File: config.mk
export PLATFORM = sky130hd
export DESIGN_NAME = ex_operand_stage
export DESIGN_NICKNAME = d
export VERILOG_FILES = /design/src/rtl/ex_operand_stage.sv
export SDC_FILE = /design/constraint.sdc
export NUM_CORES = 1
export LEC_CHECK = 0
export BUFFER_PORTS_ARGS = -buffer_cell sky130_fd_sc_hd__buf_4
export CORE_AREA = 2 2 158 160
export CTS_CLUSTER_DIAMETER = 30
export CTS_CLUSTER_SIZE = 10
export DETAILED_ROUTE_END_ITERATION = 12
export DIE_AREA = 0 0 160 162
export GPL_TIMING_DRIVEN = 0
export HOLD_SLACK_MARGIN = 0.02
export PLACE_DENSITY = 0.74
export RECOVER_POWER = 25
export SLEW_MARGIN = 20
export SYNTH_ARGS = -nofsm -noshare
export SYNTH_HDL_FRONTEND = slang
export SYNTH_SLANG_ARGS = --single-unit
File: constraint.sdc
create_clock -name clk_i -period 3 [get_ports clk_i]
set_clock_uncertainty 0.2 [all_clocks]
set_input_delay 0.15 -clock clk_i [delete_from_list [all_inputs] [get_ports clk_i]]
set_output_delay 0.15 -clock clk_i [all_outputs]
set_load 0.01 [all_outputs]
File: src/rtl/ex_operand_stage.sv
// ex_operand_stage: ID/EX register with EX/MEM/WB operand forwarding, load-use stall and flush.
// Operands are resolved combinationally from ID inputs and registered straight into the ALU inputs.
module ex_operand_stage #(
    parameter int XLEN = 32,
    parameter int OPW  = 4,
    parameter int REGW = 5
) (
    input  logic            clk_i,
    input  logic            rst_i,
    input  logic            id_valid_i,
    output logic            id_ready_o,
    input  logic [XLEN-1:0] id_pc_i,
    input  logic [REGW-1:0] id_rs1_i,
    input  logic [REGW-1:0] id_rs2_i,
    input  logic            id_rs1_used_i,
    input  logic            id_rs2_used_i,
    input  logic [XLEN-1:0] id_rs1_data_i,
    input  logic [XLEN-1:0] id_rs2_data_i,
    input  logic [XLEN-1:0] id_imm_i,
    input  logic            id_src1_pc_i,
    input  logic            id_src2_imm_i,
    input  logic [OPW-1:0]  id_op_code_i,
    input  logic [REGW-1:0] id_rd_i,
    input  logic            id_rd_wen_i,
    input  logic            id_is_load_i,
    input  logic [XLEN-1:0] alu_res_i,
    input  logic [REGW-1:0] mem_rd_i,
    input  logic            mem_rd_wen_i,
    input  logic [XLEN-1:0] mem_rd_data_i,
    input  logic [REGW-1:0] wb_rd_i,
    input  logic            wb_rd_wen_i,
    input  logic [XLEN-1:0] wb_rd_data_i,
    input  logic            flush_i,
    input  logic            ex_ready_i,
    output logic            ex_valid_o,
    output logic [XLEN-1:0] alu_data1_o,
    output logic [XLEN-1:0] alu_data2_o,
    output logic [OPW-1:0]  alu_op_code_o,
    output logic [XLEN-1:0] ex_pc_o,
    output logic [XLEN-1:0] ex_store_data_o,
    output logic [REGW-1:0] ex_rd_o,
    output logic            ex_rd_wen_o,
    output logic            ex_is_load_o
);
    logic            ex_ok, mem_ok, wb_ok, ld_pend, hazard, capture;
    logic [XLEN-1:0] fwd1, fwd2;

    // A held load has no result yet, so it never forwards; it raises a hazard instead.
    always_comb begin
        ex_ok   = ex_valid_o & ex_rd_wen_o & ~ex_is_load_o & (ex_rd_o != '0);
        mem_ok  = mem_rd_wen_i & (mem_rd_i != '0);
        wb_ok   = wb_rd_wen_i & (wb_rd_i != '0);
        ld_pend = ex_valid_o & ex_is_load_o & ex_rd_wen_o & (ex_rd_o != '0);
        hazard  = ld_pend & ((id_rs1_used_i & (ex_rd_o == id_rs1_i)) |
                             (id_rs2_used_i & (ex_rd_o == id_rs2_i)));
        id_ready_o = flush_i | (~hazard & (~ex_valid_o | ex_ready_i));
        capture    = id_valid_i & id_ready_o & ~flush_i;
        fwd1 = (id_rs1_i == '0)                   ? '0 :
               (ex_ok  && ex_rd_o  == id_rs1_i)   ? alu_res_i :
               (mem_ok && mem_rd_i == id_rs1_i)   ? mem_rd_data_i :
               (wb_ok  && wb_rd_i  == id_rs1_i)   ? wb_rd_data_i : id_rs1_data_i;
        fwd2 = (id_rs2_i == '0)                   ? '0 :
               (ex_ok  && ex_rd_o  == id_rs2_i)   ? alu_res_i :
               (mem_ok && mem_rd_i == id_rs2_i)   ? mem_rd_data_i :
               (wb_ok  && wb_rd_i  == id_rs2_i)   ? wb_rd_data_i : id_rs2_data_i;
    end

    // Data registers only load on capture, so a stalled instruction stays bit-stable.
    always_ff @(posedge clk_i) begin
        if (rst_i) begin
            ex_valid_o      <= 1'b0;
            alu_data1_o     <= '0;
            alu_data2_o     <= '0;
            alu_op_code_o   <= '0;
            ex_pc_o         <= '0;
            ex_store_data_o <= '0;
            ex_rd_o         <= '0;
            ex_rd_wen_o     <= 1'b0;
            ex_is_load_o    <= 1'b0;
        end else if (flush_i) begin
            ex_valid_o <= 1'b0;
        end else if (capture) begin
            ex_valid_o      <= 1'b1;
            alu_data1_o     <= id_src1_pc_i ? id_pc_i : fwd1;
            alu_data2_o     <= id_src2_imm_i ? id_imm_i : fwd2;
            alu_op_code_o   <= id_op_code_i;
            ex_pc_o         <= id_pc_i;
            ex_store_data_o <= fwd2;
            ex_rd_o         <= id_rd_i;
            ex_rd_wen_o     <= id_rd_wen_i;
            ex_is_load_o    <= id_is_load_i;
        end else if (ex_ready_i) begin
            ex_valid_o <= 1'b0;
        end
    end
endmodule
Word level (Yosys, flattened, before mapping)

Cells that the tools add are included.

Equality and inequality tests: 6
Muxes and demuxes: 12
Bitwise logic cells: 21
Reductions and logical operators: 14

Operators by type and width:

| operator            | number |
|---|---|
| $mux W32            | 10 |
| $eq A5 B5 Y1        | 6 |
| $reduce_bool A5 Y1  | 3 |
| $and A1 B1 Y1       | 14 |
| $logic_not A5 Y1    | 2 |
| $logic_and A1 B1 Y1 | 6 |
| $not A1 Y1          | 4 |
| $or A1 B1 Y1        | 3 |
| $mux W1             | 2 |
| $reduce_and A2 Y1   | 1 |
| $reduce_bool A2 Y1  | 1 |
| $reduce_or A2 Y1    | 1 |

Bits in registers: 140
Output and inout port bits: 141

Depth between registers and ports, before layout

Depth in word-level cells: 10
Mapped depth: 9
Depth with buffers taken out: 6

Least setup slack after synthesis

OpenSTA, ideal clock, no wires.

Path kind: register to register
Start: register ex_rd_o[4]
End: register alu_data2_o[10]
Data arrival time: 2,071 ps
Slack: 596 ps
Stages on the path, launching flop included: 8
Period minus slack after synthesis: 2,404 ps
Cell sequence: dfxtp_1 > or4_4 > o21a_1 > a41o_1 > buf_2 > buf_4 > a211oi_1 > a211oi_2

Longest elaborated chain between the ends: 10

RTL lines:

| what                             | RTL line   | RTL |
|---|---|---|
| start: declaration               | 41         | `output logic [REGW-1:0] ex_rd_o,` |
| start signal: assignment         | 89         | `ex_rd_o <= id_rd_i;` |
| $eq A5 B5 Y1 (on tied branches)  | 54, 55, 63 |  |
| $and A1 B1 Y1 (on tied branches) | 54, 55     |  |
| $or A1 B1 Y1                     | 54         | `hazard = ld_pend & ((id_rs1_used_i & (ex_rd_o == id_rs1_i)) \|` |
| $and A1 B1 Y1                    | 54         |  |
| $not A1 Y1                       | 56         | `id_ready_o = flush_i \| (~hazard & (~ex_valid_o \| ex_ready_i));` |
| $and A1 B1 Y1                    | 56         |  |
| $or A1 B1 Y1                     | 56         |  |
| $and A1 B1 Y1 (2 in series)      | 57         | `capture = id_valid_i & id_ready_o & ~flush_i;` |
| $reduce_and A2 Y1 (no line)      | -          |  |
| end signal: assignment           | 85         | `alu_data2_o <= id_src2_imm_i ? id_imm_i : fwd2;` |
| end: declaration                 | 37         | `output logic [XLEN-1:0] alu_data2_o,` |

Several ways; a longest one is shown, not always the timed one.
A chain may end at the register's enable or synchronous reset.

Worst setup path in the final report

Start: input rst_i
End: register ex_valid_o

Longest elaborated chain between the ends: 1

RTL lines:

| what                       | RTL line | RTL |
|---|---|---|
| start: declaration         | 9        | `input logic rst_i,` |
| $reduce_or A2 Y1 (no line) | -        |  |
| end signal: assignment     | 71       | `ex_valid_o <= 1'b0;` |
| end signal: assignment     | 81       | `ex_valid_o <= 1'b0;` |
| end signal: assignment     | 83       | `ex_valid_o <= 1'b1;` |
| end: declaration           | 35       | `output logic ex_valid_o,` |

No other way between the ends.

==> key figures <==
Worst setup path
  • Crit. End Element: flip-flop
  • Reg2Reg Capture Point: alu_data1_o[19]
  • R2r startpoint: ex_rd_o[4]
  • Crit Path Class: in -> reg
  • CP max FO: 10
  • Setup crit start kind: input pin
  • Worst Path Arrival: 3070 ps
  • Reg2Reg Setup Slack: 100 ps
  • Worst EP required: roughly 3100 ps
  • R2R cell count: 7

STA
  • RSZ-0062 raised after global routing: no
  • Hold slack: 22.7 ps
  • Final Hold Vio Count: 0
  • Fmax: 340 MHz
  • Tmin final: 2940 ps
  • Period utilisation layout: 98.1%
  • Worst slew pin tran: roughly 940 ps
  • Final setup violation count: 0
  • Max-slew violations: 0
  • Max transition margin: about 37%

Clock network
  • CTS root buf: clkbuf_16
  • H-tree level count: 4
  • Clock tree buffer depth: 2
  • Worst skew pair latency: between 400 and 500 ps
  • TritonCTS buffer count: 17
  • Num Clock Sinks: 140
  • Clock Pin Slew Worst Setup and Hold Paths: 70 ps
  • CTS tree: done

Synth
  • Largest cells by area after synthesis: dfxtp_1, a211oi_1, nor2_1, a21oi_1, a221oi_2
  • Synth area leader: dfxtp_1
  • Synth Instances: around 1,200
  • Most common cell in the netlist: dfxtp_1
  • Warnings from Yosys: 0
  • Mapped Nets: about 1,400
  • Seq cells post-synth: 140
  • Top FF cell, synth: dfxtp_1
  • Distinct cell type count after synthesis: 47
  • Syn Area/Cell: 7.77 um2
  • Synth top area share: 30.8%
  • Post-synth top cells: dfxtp_1, nor2_1, a211oi_1, nand2_1, clkbuf_1
  • Post-synth EDFFs: 0
  • Post-synthesis sequential area ratio: 30.8%
  • Async SR Flop Fraction: 0%
  • Synthesized area: 9090 um2

Detailed routing
  • Via/cell ratio: between 5 and 6
  • Pre-antenna DRT Iters: 6
  • Wire length after detailed routing: about 50,000 um
  • DRT iter0 DRCs: 1,297
  • Max Used Layer: met4
  • DRC viols: 0
  • Met2 wire length: 22,800 um
  • Routed via count: 12,449
  • Drt wl/cell: 23.8 um
  • Detailed-routed wire length on met3: 5080 um
  • Antenna Nets Post-Route: 0
  • Wire length on met1: 19,800 um

Hold path
  • Class of the worst hold path: in -> reg
  • Hold path depth: 4
  • Hold Startpoint: id_rs1_data_i[14]
  • Hold Path Sink: alu_data1_o[14]

Global route
  • Vias in the first global route: 12,385
  • First-pass GRT wire length: 73,500 um
  • Largest net degree at the start of global routing: 17
  • Grt total ovfl: 0
  • Gr usage total: 37.0%
  • Antenna violations before repair: 1

Finish
  • Syn-to-layout area delta: 62.2%
  • Fill cells: 2,166
  • Final Net Count: around 2,000
  • Layout cells sized above 1: 26.8%
  • Finished Cell Area: 14,800 um2

Power and ir drop
  • IR drop worst, VDD: 0.000321 V
  • PwrDens: approximately 400 nW/um2
  • Pwr Total: 0.00597 W
  • Leakage: between 5 and 6 nW

Die
  • Die Footprint: 25,900 um2
  • Die W: 160 um
  • IO Pins: roughly 410
  • Row count: between 50 and 60
  • CORE AREA: around 24,000 um2
  • Die H: between 150 and 200 um
  • Initial Utilization: a little under two fifths

Place
  • Number of buffers inserted by port buffering: 404
  • DP HPWL: 36,400 um
  • Placed standard-cell area: 12,500 um2
  • Final Wtd Congestion: about 0.96

Flow run
  • Max cap viols: 0

Run status
  • Status: finished clean
## worst max-delay path, stage by stage
cell	delay, ps
dlygate4sd3_1	540
buf_4	170
clkbuf_1	700
clkbuf_1	780
a211oi_1	110
dlygate4sd3_1	610
## state kept, by name, indices dropped and copies added, names as in the netlist
name / count
alu_data1_o: 32
alu_data2_o: 32
ex_pc_o: 32
ex_store_data_o: 32
ex_rd_o: 5
alu_op_code_o: 4
ex_is_load_o: 1
ex_rd_wen_o: 1
ex_valid_o: 1
## layout by cell type, fill, tap and decap left out, types with 4 or more instances in the layout
| cell | instances |
|---|---|
| a31oi_1 | 29 |
| clkbuf_1 | 133 |
| inv_6 | 5 |
| nor3_1 | 32 |
| bufinv_16 | 4 |
| nand2_1 | 92 |
| mux2i_1 | 32 |
| a211oi_1 | 107 |
| o21ai_0 | 8 |
| or4_1 | 37 |
| buf_4 | 347 |
| clkbuf_2 | 13 |
| nand3b_1 | 33 |
| a221oi_2 | 23 |
| a221oi_1 | 7 |
| inv_1 | 64 |
| nor2_1 | 136 |
| nand3_1 | 8 |
| a21oi_1 | 74 |
| xnor2_1 | 26 |
| dfxtp_1 | 137 |
| dlygate4sd3_1 | 174 |
| and2_1 | 29 |
| a211o_1 | 33 |
| clkbuf_16 | 17 |
| o31ai_1 | 31 |
| a211oi_2 | 21 |
| o21ai_1 | 57 |
| buf_6 | 6 |
| buf_2 | 20 |
| xor2_1 | 4 |
## worst max path at each step
stage / from / to / slack, ps / depth (start not counted)
after floorplan: ex_rd_o[4] / alu_data2_o[10] / 600 / 7
after global placement: ex_rd_o[4] / ex_pc_o[24] / -120 / 7
after detailed placement: ex_rd_o[4] / ex_pc_o[23] / -110 / 7
after CTS: ex_rd_o[0] / ex_store_data_o[19] / 30 / 8
after global routing: ex_rd_o[4] / alu_data1_o[19] / 4 / 7
final: rst_i / ex_valid_o / 60 / 6
## what timing repair did
item | CTS | global route
hold endpoints to repair | 140 | 0
setup buffers | 2 | 5
pin swaps | 1 | 3
resized for setup | 3 | 27
setup endpoints to repair | 34 | 102
hold buffers | 174 | 0
## power breakdown
part | internal, W | switching, W | leakage (nW) | total [W]
sequential | 0.00197 | 0.0000770 | 1.15 | 0.00205
clock | 0.00139 | 0.000942 | 0.297 | 0.00234
combinational | 0.000745 | 0.000838 | 4.54 | 0.00158
## final cells by class
cell class	instances	area [um2]	share of cell area, %
timing repair buffer	585	4580	31.0
sequential	140	2810	19.0
multi-input combinational	850	5550	37.6
antenna	1	2.50	0.0170
inverter	64	240	1.63
clock buffer	17	425	2.88
clock inverter	13	189	1.28
tap	324	405	2.75
buffer	115	552	3.74
## cell families after synthesis
group | share of synthesized area, %
and+or+nand+nor | 21.1
DFF | 30.8
buffers and inverters | 8.50
muxes | 3.52
AOI/OAI and AO/OA | 33.1
xor gates and xnor gates | 2.89
## layer usage
layer	global-route usage [%]	vias up
met5	0	-
met4	18.6	0
met3	7.53	198
met2	60.5	922
met1	46.6	5830
li1	-	5499
## through the flow
stage | util (%) | std cells | setup slack (ps) | TNS [ps]
6_report | 61.2 | 2109 | 56.4 | 0
5_1_grt | 61.2 | 2109 | 3.57 | 0
3_3_place_gp | 52.0 | 1898 | -119 | -2330
3_5_place_dp | 52.0 | 1898 | -109 | -2270
2_1_floorplan | - | 1170 | 596 | 0
4_1_cts | 61.9 | 2104 | 27.4 | 0
Note: power is estimated with default switching activity, not from simulation.
